<file path="src/rtl/pc_pkg.sv">
// Shared definitions for the fetch-PC / branch-prediction slice:
// branch condition codes, 2-bit counter states and the BTB entry layout.
package pc_pkg;

  localparam logic [2:0] F3_BEQ  = 3'd0;
  localparam logic [2:0] F3_BNE  = 3'd1;
  localparam logic [2:0] F3_BLT  = 3'd4;
  localparam logic [2:0] F3_BGE  = 3'd5;
  localparam logic [2:0] F3_BLTU = 3'd6;
  localparam logic [2:0] F3_BGEU = 3'd7;

  localparam logic [1:0] SNT = 2'b00;
  localparam logic [1:0] WNT = 2'b01;
  localparam logic [1:0] WT  = 2'b10;
  localparam logic [1:0] ST  = 2'b11;

  // Fields sized for the widest supported PC; narrower tags/targets are zero-extended.
  localparam int BTB_FIELD_W = 64;

  typedef struct packed {
    logic                   valid;
    logic [BTB_FIELD_W-1:0] tag;
    logic [BTB_FIELD_W-1:0] target;
  } btb_entry_t;

endpackage

</file>
<file path="src/rtl/branch_resolve.sv">
// Execute-stage control-flow resolution: evaluates the branch condition,
// computes the real target and flags a mismatch with the carried prediction.
module branch_resolve
  import pc_pkg::*;
#(
  parameter int PC_WIDTH  = 64,
  parameter int REG_WIDTH = 64
) (
  input  logic                 valid,
  input  logic [PC_WIDTH-1:0]  ex_pc,
  input  logic                 ex_branch,
  input  logic                 ex_jal,
  input  logic                 ex_jalr,
  input  logic [2:0]           ex_funct3,
  input  logic [REG_WIDTH-1:0] ex_rs1,
  input  logic [REG_WIDTH-1:0] ex_rs2,
  input  logic [REG_WIDTH-1:0] ex_imm,
  input  logic                 ex_pred_taken,
  input  logic [PC_WIDTH-1:0]  ex_pred_target,
  output logic                 taken,
  output logic [PC_WIDTH-1:0]  target,
  output logic [PC_WIDTH-1:0]  correct_next,
  output logic                 mispredict
);

  logic                cond;
  logic [PC_WIDTH-1:0] rs1_pc;
  logic [PC_WIDTH-1:0] imm_pc;
  logic [PC_WIDTH-1:0] jalr_sum;

  assign rs1_pc   = ex_rs1[PC_WIDTH-1:0];
  assign imm_pc   = ex_imm[PC_WIDTH-1:0];
  assign jalr_sum = rs1_pc + imm_pc;

  always_comb begin
    cond = 1'b0;
    case (ex_funct3)
      F3_BEQ:  cond = (ex_rs1 == ex_rs2);
      F3_BNE:  cond = (ex_rs1 != ex_rs2);
      F3_BLT:  cond = ($signed(ex_rs1) <  $signed(ex_rs2));
      F3_BGE:  cond = ($signed(ex_rs1) >= $signed(ex_rs2));
      F3_BLTU: cond = (ex_rs1 <  ex_rs2);
      F3_BGEU: cond = (ex_rs1 >= ex_rs2);
      default: cond = 1'b0;
    endcase
  end

  // jal wins if decode ever raises more than one control flag.
  assign taken  = ex_jal | ex_jalr | (ex_branch & cond);
  assign target = (ex_jalr && !ex_jal) ? {jalr_sum[PC_WIDTH-1:1], 1'b0}
                                       : ex_pc + imm_pc;

  assign correct_next = taken ? target : ex_pc + PC_WIDTH'(4);
  assign mispredict   = valid &&
                        ((ex_pred_taken != taken) ||
                         (taken && (ex_pred_target != target)));

endmodule

</file>
<file path="src/rtl/bpred_pc_unit.sv">
// Registered fetch PC with a direct-mapped BTB plus 2-bit counters,
// redirected by execute-stage resolution with a one-cycle flush pulse.
module bpred_pc_unit
  import pc_pkg::*;
#(
  parameter int                PC_WIDTH    = 64,
  parameter int                REG_WIDTH   = 64,
  parameter int                BTB_ENTRIES = 16,
  parameter logic [PC_WIDTH-1:0] RESET_PC  = '0
) (
  input  logic                 clk,
  input  logic                 rst,
  input  logic                 stall,
  output logic [PC_WIDTH-1:0]  pc,
  output logic                 pred_taken,
  output logic [PC_WIDTH-1:0]  pred_target,
  input  logic                 ex_valid,
  input  logic [PC_WIDTH-1:0]  ex_pc,
  input  logic                 ex_branch,
  input  logic                 ex_jal,
  input  logic                 ex_jalr,
  input  logic [2:0]           ex_funct3,
  input  logic [REG_WIDTH-1:0] ex_rs1,
  input  logic [REG_WIDTH-1:0] ex_rs2,
  input  logic [REG_WIDTH-1:0] ex_imm,
  input  logic                 ex_pred_taken,
  input  logic [PC_WIDTH-1:0]  ex_pred_target,
  output logic                 flush,
  output logic [31:0]          mispredict_count
);

  localparam int IDX_W = $clog2(BTB_ENTRIES);
  localparam int TAG_W = PC_WIDTH - 2 - IDX_W;

  btb_entry_t btb [BTB_ENTRIES];
  logic [1:0] ctr [BTB_ENTRIES];

  logic [IDX_W-1:0]    f_idx, x_idx;
  logic [TAG_W-1:0]    f_tag, x_tag;
  logic                f_hit, x_hit;
  logic                eff_valid;
  logic                taken;
  logic [PC_WIDTH-1:0] target;
  logic [PC_WIDTH-1:0] correct_next;
  logic                mispredict;

  assign f_idx = pc[2 +: IDX_W];
  assign f_tag = pc[PC_WIDTH-1 -: TAG_W];
  assign x_idx = ex_pc[2 +: IDX_W];
  assign x_tag = ex_pc[PC_WIDTH-1 -: TAG_W];

  assign f_hit = btb[f_idx].valid && (btb[f_idx].tag == BTB_FIELD_W'(f_tag));
  assign x_hit = btb[x_idx].valid && (btb[x_idx].tag == BTB_FIELD_W'(x_tag));

  assign pred_taken  = f_hit && ctr[f_idx][1];
  assign pred_target = pred_taken ? PC_WIDTH'(btb[f_idx].target)
                                  : pc + PC_WIDTH'(4);

  // The instruction in execute during a flush cycle is wrong-path.
  assign eff_valid = ex_valid && !flush;

  branch_resolve #(
    .PC_WIDTH  (PC_WIDTH),
    .REG_WIDTH (REG_WIDTH)
  ) u_resolve (
    .valid          (eff_valid),
    .ex_pc          (ex_pc),
    .ex_branch      (ex_branch),
    .ex_jal         (ex_jal),
    .ex_jalr        (ex_jalr),
    .ex_funct3      (ex_funct3),
    .ex_rs1         (ex_rs1),
    .ex_rs2         (ex_rs2),
    .ex_imm         (ex_imm),
    .ex_pred_taken  (ex_pred_taken),
    .ex_pred_target (ex_pred_target),
    .taken          (taken),
    .target         (target),
    .correct_next   (correct_next),
    .mispredict     (mispredict)
  );

  // Table training; the combinational predict path above reads the pre-edge entry.
  always_ff @(posedge clk) begin
    if (rst) begin
      for (int i = 0; i < BTB_ENTRIES; i++) begin
        btb[i] <= '0;
        ctr[i] <= WNT;
      end
    end else if (eff_valid) begin
      if (ex_jal || ex_jalr) begin
        btb[x_idx] <= '{valid: 1'b1, tag: BTB_FIELD_W'(x_tag), target: BTB_FIELD_W'(target)};
        ctr[x_idx] <= ST;
      end else if (ex_branch) begin
        if (x_hit) begin
          if (taken) begin
            if (ctr[x_idx] != ST) ctr[x_idx] <= ctr[x_idx] + 2'd1;
            if (btb[x_idx].target != BTB_FIELD_W'(target))
              btb[x_idx].target <= BTB_FIELD_W'(target);
          end else if (ctr[x_idx] != SNT) begin
            ctr[x_idx] <= ctr[x_idx] - 2'd1;
          end
        end else if (taken) begin
          btb[x_idx] <= '{valid: 1'b1, tag: BTB_FIELD_W'(x_tag), target: BTB_FIELD_W'(target)};
          ctr[x_idx] <= WT;
        end
      end else if (mispredict) begin
        btb[x_idx].valid <= 1'b0;
      end
    end
  end

  always_ff @(posedge clk) begin
    if (rst) begin
      pc               <= RESET_PC;
      flush            <= 1'b0;
      mispredict_count <= '0;
    end else if (mispredict) begin
      pc    <= correct_next;
      flush <= 1'b1;
      if (mispredict_count != 32'hFFFF_FFFF)
        mispredict_count <= mispredict_count + 32'd1;
    end else begin
      flush <= 1'b0;
      if (!stall) pc <= pred_target;
    end
  end

endmodule

</file>
<file path="config.mk">
export PLATFORM = sky130hd
export DESIGN_NAME = bpred_pc_unit
export DESIGN_NICKNAME = d
export VERILOG_FILES = /design/src/rtl/pc_pkg.sv /design/src/rtl/branch_resolve.sv /design/src/rtl/bpred_pc_unit.sv
export SDC_FILE = /design/constraint.sdc
export NUM_CORES = 2
export LEC_CHECK = 0
export CAP_MARGIN = 20
export CORE_ASPECT_RATIO = 2
export CORE_UTILIZATION = 41
export CTS_BUF_LIST = sky130_fd_sc_hd__clkbuf_8
export DETAILED_ROUTE_END_ITERATION = 10
export GPL_TIMING_DRIVEN = 1
export REMOVE_ABC_BUFFERS = 1
export SLEW_MARGIN = 0
export SYNTH_ARGS = -nofsm -noshare
export SYNTH_HDL_FRONTEND = slang
export SYNTH_SLANG_ARGS = --single-unit
</file>
<file path="constraint.sdc">
create_clock -name clk -period 11.48 [get_ports clk]
set_input_delay 1.148 -clock clk [delete_from_list [all_inputs] [get_ports clk]]
set_output_delay 1.148 -clock clk [all_outputs]
set_load 0.05 [all_outputs]
</file>
Word-level counts from Yosys, hierarchy flattened
Memories as Yosys holds them, arrays and structs flattened. A register that Yosys moved wholly into a read port is not among the register bits.
Index checks and enable logic that the tools add are counted.

operators by class
  add/sub/neg operators = 7
  magnitude comparators = 4
  equal/unequal tests = 15
  muxes and demuxes = 66
  bitwise operators = 10
  reduce and logical (&&, ||, !) cells = 16

operator list
  kind                     number
  $mux W64                 7
  $ne A64 B64 Y1           3
  $add A64 B3 Y64 const B  2
  $add A64 B64 Y64         2
  $eq A64 B58 Y1           2
  $ge A64 B64 Y1           2
  $lt A64 B64 Y1           2
  $mux W123                1
  $reduce_or A123 Y1       1
  $eq A64 B64 Y1           1
  $mux W59                 1
  $mux W1                  45
  $add A32 B1 Y32 const B  1
  $ne A32 B32 Y1 const B   1
  $mux W4                  6
  $eq A3 B3 Y1 const B     4
  $or A1 B1 Y1             9
  $mux W2                  4
  $logic_and A1 B1 Y1      7
  $pmux W1 S6              1
  $eq A3 B1 Y1 const B     1
  $logic_not A3 Y1         1
  $mux W3                  1
  $add A2 B1 Y2 const B    1
  other kinds (10)         12

word-level totals
  register bits after elaboration = 97
  memory bits (writable) = 2,000
  output and inout bits = 162
  memories kept = 2

memories
  memory  depth  bits a word  rd ports  clocked after memory_dff  write ports  RTL line             text
  btb     16     123          2         1                         16           bpred_pc_unit.sv:35  btb_entry_t btb [BTB_ENTRIES];
  ctr     16     2            2         1                         16           bpred_pc_unit.sv:36  logic [1:0] ctr [BTB_ENTRIES];

Longest topological paths before layout
  depth in word-level cells = 16
  gate-level depth with buffers = 23

By module
A second synthesis with hierarchy kept.

second synthesis, totals
  cell total of the unflattened synthesis = 10,166
  area, all modules = 130,535.2 µm²

by module, submodules not included
  module          times used  cells an instance  area an instance (µm²)
  bpred_pc_unit   1           7,966              116,168.9
  branch_resolve  1           2,200              14,366.3

Least setup slack after synthesis
Ideal clock, no wire load.

  path kind = input to register
  start point = input port ex_pc[2]
  end point = memory btb[8][0] in the netlist's numbering (enable)
  data arrival time = 9.646 ns
  path slack = 1.259 ns
  stages = 19
  path through = buf_6 > buf_8 > buf_8 > buf_8 > buf_8 > buf_4 > buf_4 > buf_2 > buf_2 > buf_2 > mux4_2 > mux4_2 > xor2_1 > nand3_1 > nor4_1 > buf_2 > buf_4 > buf_2 > o21ai_0

RTL lines
  item         RTL line             text
  from (decl)  bpred_pc_unit.sv:18  input logic [PC_WIDTH-1:0] ex_pc,
  to (decl)    bpred_pc_unit.sv:35

==> results_tabular.tex <==
\begin{tabular}{lr}
\hline
Metric & Value \\
\hline
\multicolumn{2}{l}{\textbf{Cells and area}} \\
Layout overhead on the synthesized area & 12.6\% \\
Layout Cell Area excl Fill & 147000 um2 \\
Most common library cell in the layout ignoring fill and taps & edfxtp\_1 \\
Leading cell types in the layout, fill and taps excluded & 2000 x edfxtp\_1, 1268 x nor3\_1, 1168 x mux4\_2 \\
Final \#Nets & 10986 \\
Final core utilization & 46.5\% \\
Count of filler cells inserted in the layout & 28203 \\
Fraction of final layout cells sized beyond drive strength 1 & a little over a fifth \\
\multicolumn{2}{l}{\textbf{Global routing}} \\
Total routing resource utilization after global routing & 40.4\% \\
First-pass GRT wire length & 882 mm \\
Leftover overflow at the end of global routing & 0 \\
Initial antenna violation count & 119 \\
Maximum number of pins on one net before global-route repair & 270 \\
Via count of the first global-routing pass & 105129 \\
\multicolumn{2}{l}{\textbf{Worst setup path}} \\
Worst Setup Path Type & reg2out \\
Crit path arrival time & between 9 and 10 ns \\
CP startpoint kind & flip-flop \\
Data required time of the critical path & 10.33 ns \\
Critical Path Fanout Max & 36 \\
Type of element capturing the critical path & output port \\
\multicolumn{2}{l}{\textbf{Drt}} \\
Number of vias after detailed routing & around 110k \\
Drt via density & between 7 and 8 \\
Drc violations & 0 \\
First-pass DRT Iterations & 7 \\
Routed Wire Length & 663 mm \\
Count of routing violations after the opening detailed-route iteration & about 16000 \\
Antenna-violating nets left & 0 \\
Average wire per standard cell & 44.5 um \\
\multicolumn{2}{l}{\textbf{Yosys}} \\
Total standard cell area after synthesis & 131000 um2 \\
Number of enable flip-flop cells after synthesis & 2000 \\
Number of unique standard cell types used by synthesis & 111 \\
Total of flip-flops plus latches after synthesis & 2101 \\
Most common flop cell mapped by yosys & edfxtp\_1 \\
Synthesized area per cell & 12.7 um2 \\
Cells after Synth & 10256 \\
Proportion of synthesized chip area in sequential cells & between 40\% and 50\% \\
Post-synthesis async set-or-reset flop share & 0\% \\
Yosys Warn Count & 0 \\
\multicolumn{2}{l}{\textbf{STA}} \\
Fin. Hold Viols & 0 \\
Max Fclk & 98.0 MHz \\
Setup violation total in the final timing report & 0 \\
Relative slew margins & 2.28\% \\
Min Tclk post-route & 10.21 ns \\
Sum of negative setup slack & 0 ns \\
Tightest hold margin & 0.489 ns \\
Final count of pins violating max slew & 0 \\
Least-Margin Pin Slew & around 1.5 ns \\
Setup repair after global routing missed its margin & false \\
Worst setup skew after layout & 0.149 ns \\
Fraction of the cycle the final worst path needs & about nine tenths \\
\multicolumn{2}{l}{\textbf{Place}} \\
Total of buffers placed on input and output ports & between 400 and 500 \\
HPWL Detailed & 468 mm \\
Routability congestion estimate from global placement & 1.10 \\
Instance area at placement & 141000 um2 \\
\multicolumn{2}{l}{\textbf{Clock tree}} \\
Number of clock buffers inserted by TritonCTS & 309 \\
Clock latency at the later pin of the worst-skew pair & 1.15 ns \\
Clock tree root driver cell & clkbuf\_8 \\
Cts-stage hold buffer count & 0 \\
Maximum buffer depth of the clock tree & 4 \\
Depth of the CTS H-tree & 5 \\
Total setup buffers inserted after CTS & 0 \\
PostCTS Resize Cnt & 0 \\
CTS sink count & about 2100 \\
Clock Pin Slew Worst Setup and Hold Paths & approximately 0.07 ns \\
TritonCTS clock tree & built \\
\multicolumn{2}{l}{\textbf{Die}} \\
Die Width & about 400 um \\
Number of top-level design ports & $\sim$490 \\
Area of the core & 317000 um2 \\
Starting Density & 41.3\% \\
Die Area & between 300000 and 400000 um2 \\
Die span in y & 801 um \\
Standard-cell rows & approximately 290 \\
\multicolumn{2}{l}{\textbf{Job}} \\
Max-capacitance violation count & 0 \\
\multicolumn{2}{l}{\textbf{Pwr}} \\
Peak supply drop & 0.0976 mV \\
Power density over the cells & about 150 nW/um2 \\
Leakage power summed over all cells & roughly 50 nW \\
Total power draw & roughly 0.021 W \\
\multicolumn{2}{l}{\textbf{Status}} \\
Outcome & completed \\
\multicolumn{2}{l}{\textbf{Min path}} \\
Tightest Hold Check Type & reg2reg \\
\hline
\end{tabular}
[final cells by class]
type                       instances  area, um2  share of cell area (%)
multi-input combinational       6965      64500                    43.8
sequential                      2101      62100                    42.2
timing repair buffer             939       8890                    6.03
tap                             4116       5150                    3.50
clock buffer                     313       4310                    2.92
clock inverter                   217       1600                    1.09
inverter                         140        531                   0.360
antenna                           89        223                   0.151
[routing by layer]
layer	global-route usage [%]	wire length (um)	vias to the layer above
met1	39.8	191000	53365
li1	-	-	40916
met5	0	400	-
met2	64.0	306000	8967
met4	43.8	87100	60
met3	13.5	78200	3150
[where the power goes]
| group | internal, W | total [W] | leakage [nW] | switching, W |
|---|---|---|---|---|
| clock | 0.00311 | 0.00632 | 3.29 | 0.00321 |
| combinational | 0.00199 | 0.00604 | 25.9 | 0.00405 |
| sequential | 0.00873 | 0.00904 | 21.1 | 0.000315 |
[metrics by stage]
step,std cells,setup WS [ns]
after floorplan,9206,-137.24
after global placement,14221,-0.0173
after detailed placement,14238,0.511
after CTS,14768,1.57
after global routing,14821,1.46
final,14880,1.27
[kinds of logic after synthesis]
kind of cell,after synthesis,synth area share (%)
adders and majority gates,199,1.92
DFF,2101,47.5
and+or+nand+nor,3703,15.0
AOI/OAI and AO/OA,1204,6.09
buffers and inverters,1190,3.98
muxes,1501,23.1
xor gates and xnor gates,358,2.50
[registers in the layout, indices dropped and copies added (netlist names), named ones only]
register,cells
btb,1968
pc,64
ctr,32
mispredict_count,32
flush,1
[critical path: stages (launching register included)]
cell	delay, ns
dfxtp_4	0.91
buf_4	0.64
mux4_2	0.59
mux4_2	0.62
xnor2_1	0.86
nand4_1	0.18
or4_1	0.62
nor4_2	0.87
buf_4	0.63
nor2_1	0.11
a21oi_1	0.76
clkdlybuf4s50_1	0.96
[worst paths after layout]
| kind | startpoint | end | slack (ns) | cells after the start |
|---|---|---|---|---|
| worst max-delay path | flip-flop | pred_target[23] | 1.27 | 11 |
| worst min-delay path | mispredict_count[10] | mispredict_count[10] | 0.49 | 2 |
| worst max register to register | flip-flop | pc[23] | 3.97 | 13 |
| worst min register to register | mispredict_count[10] | mispredict_count[10] | 0.49 | 2 |
[Yosys cell counts, types with 15 or more instances]
library cell  count  area [um2]
nand2b_1         38         238
mux2_2          100        1130
nand3_1         187         936
and3_1           60         375
o21a_1           34         255
a21oi_1         323        1620
nor3_1         1271        6360
o21ai_0         303        1520
ha_1            197        2460
a31o_2           23         201
a221oi_1         17         149
mux4_1           19         499
xor2_1          122        1070
mux2i_1         200        2000
nand4_1         167        1040
a2111oi_0        15         131
o211ai_1         30         225
buf_4            35         263
dfxtp_1         101        2020
a211oi_1         43         323
xnor2_1         227        1990
mux4_2         1168       26300
o2111ai_1        27         236
and2_1          822        5140
nor4_1           79         494
or4_1            28         210
o31ai_1          27         203
nor2_1          352        1320
clkbuf_1        646        2420
o311a_1          54         541
o21bai_1         19         143
buf_2           236        1180
o22ai_1          16         100
or3_1            57         357
inv_1           132         495
nor2b_1          36         225
buf_6            17         191
nand2_1         470        1760
a31oi_1          29         181
buf_1            95         357
a21o_1           48         360
edfxtp_1       2000       60100
and4_1           32         280
or2_2            25         156
Note: power is estimated with default switching activity, not from simulation.
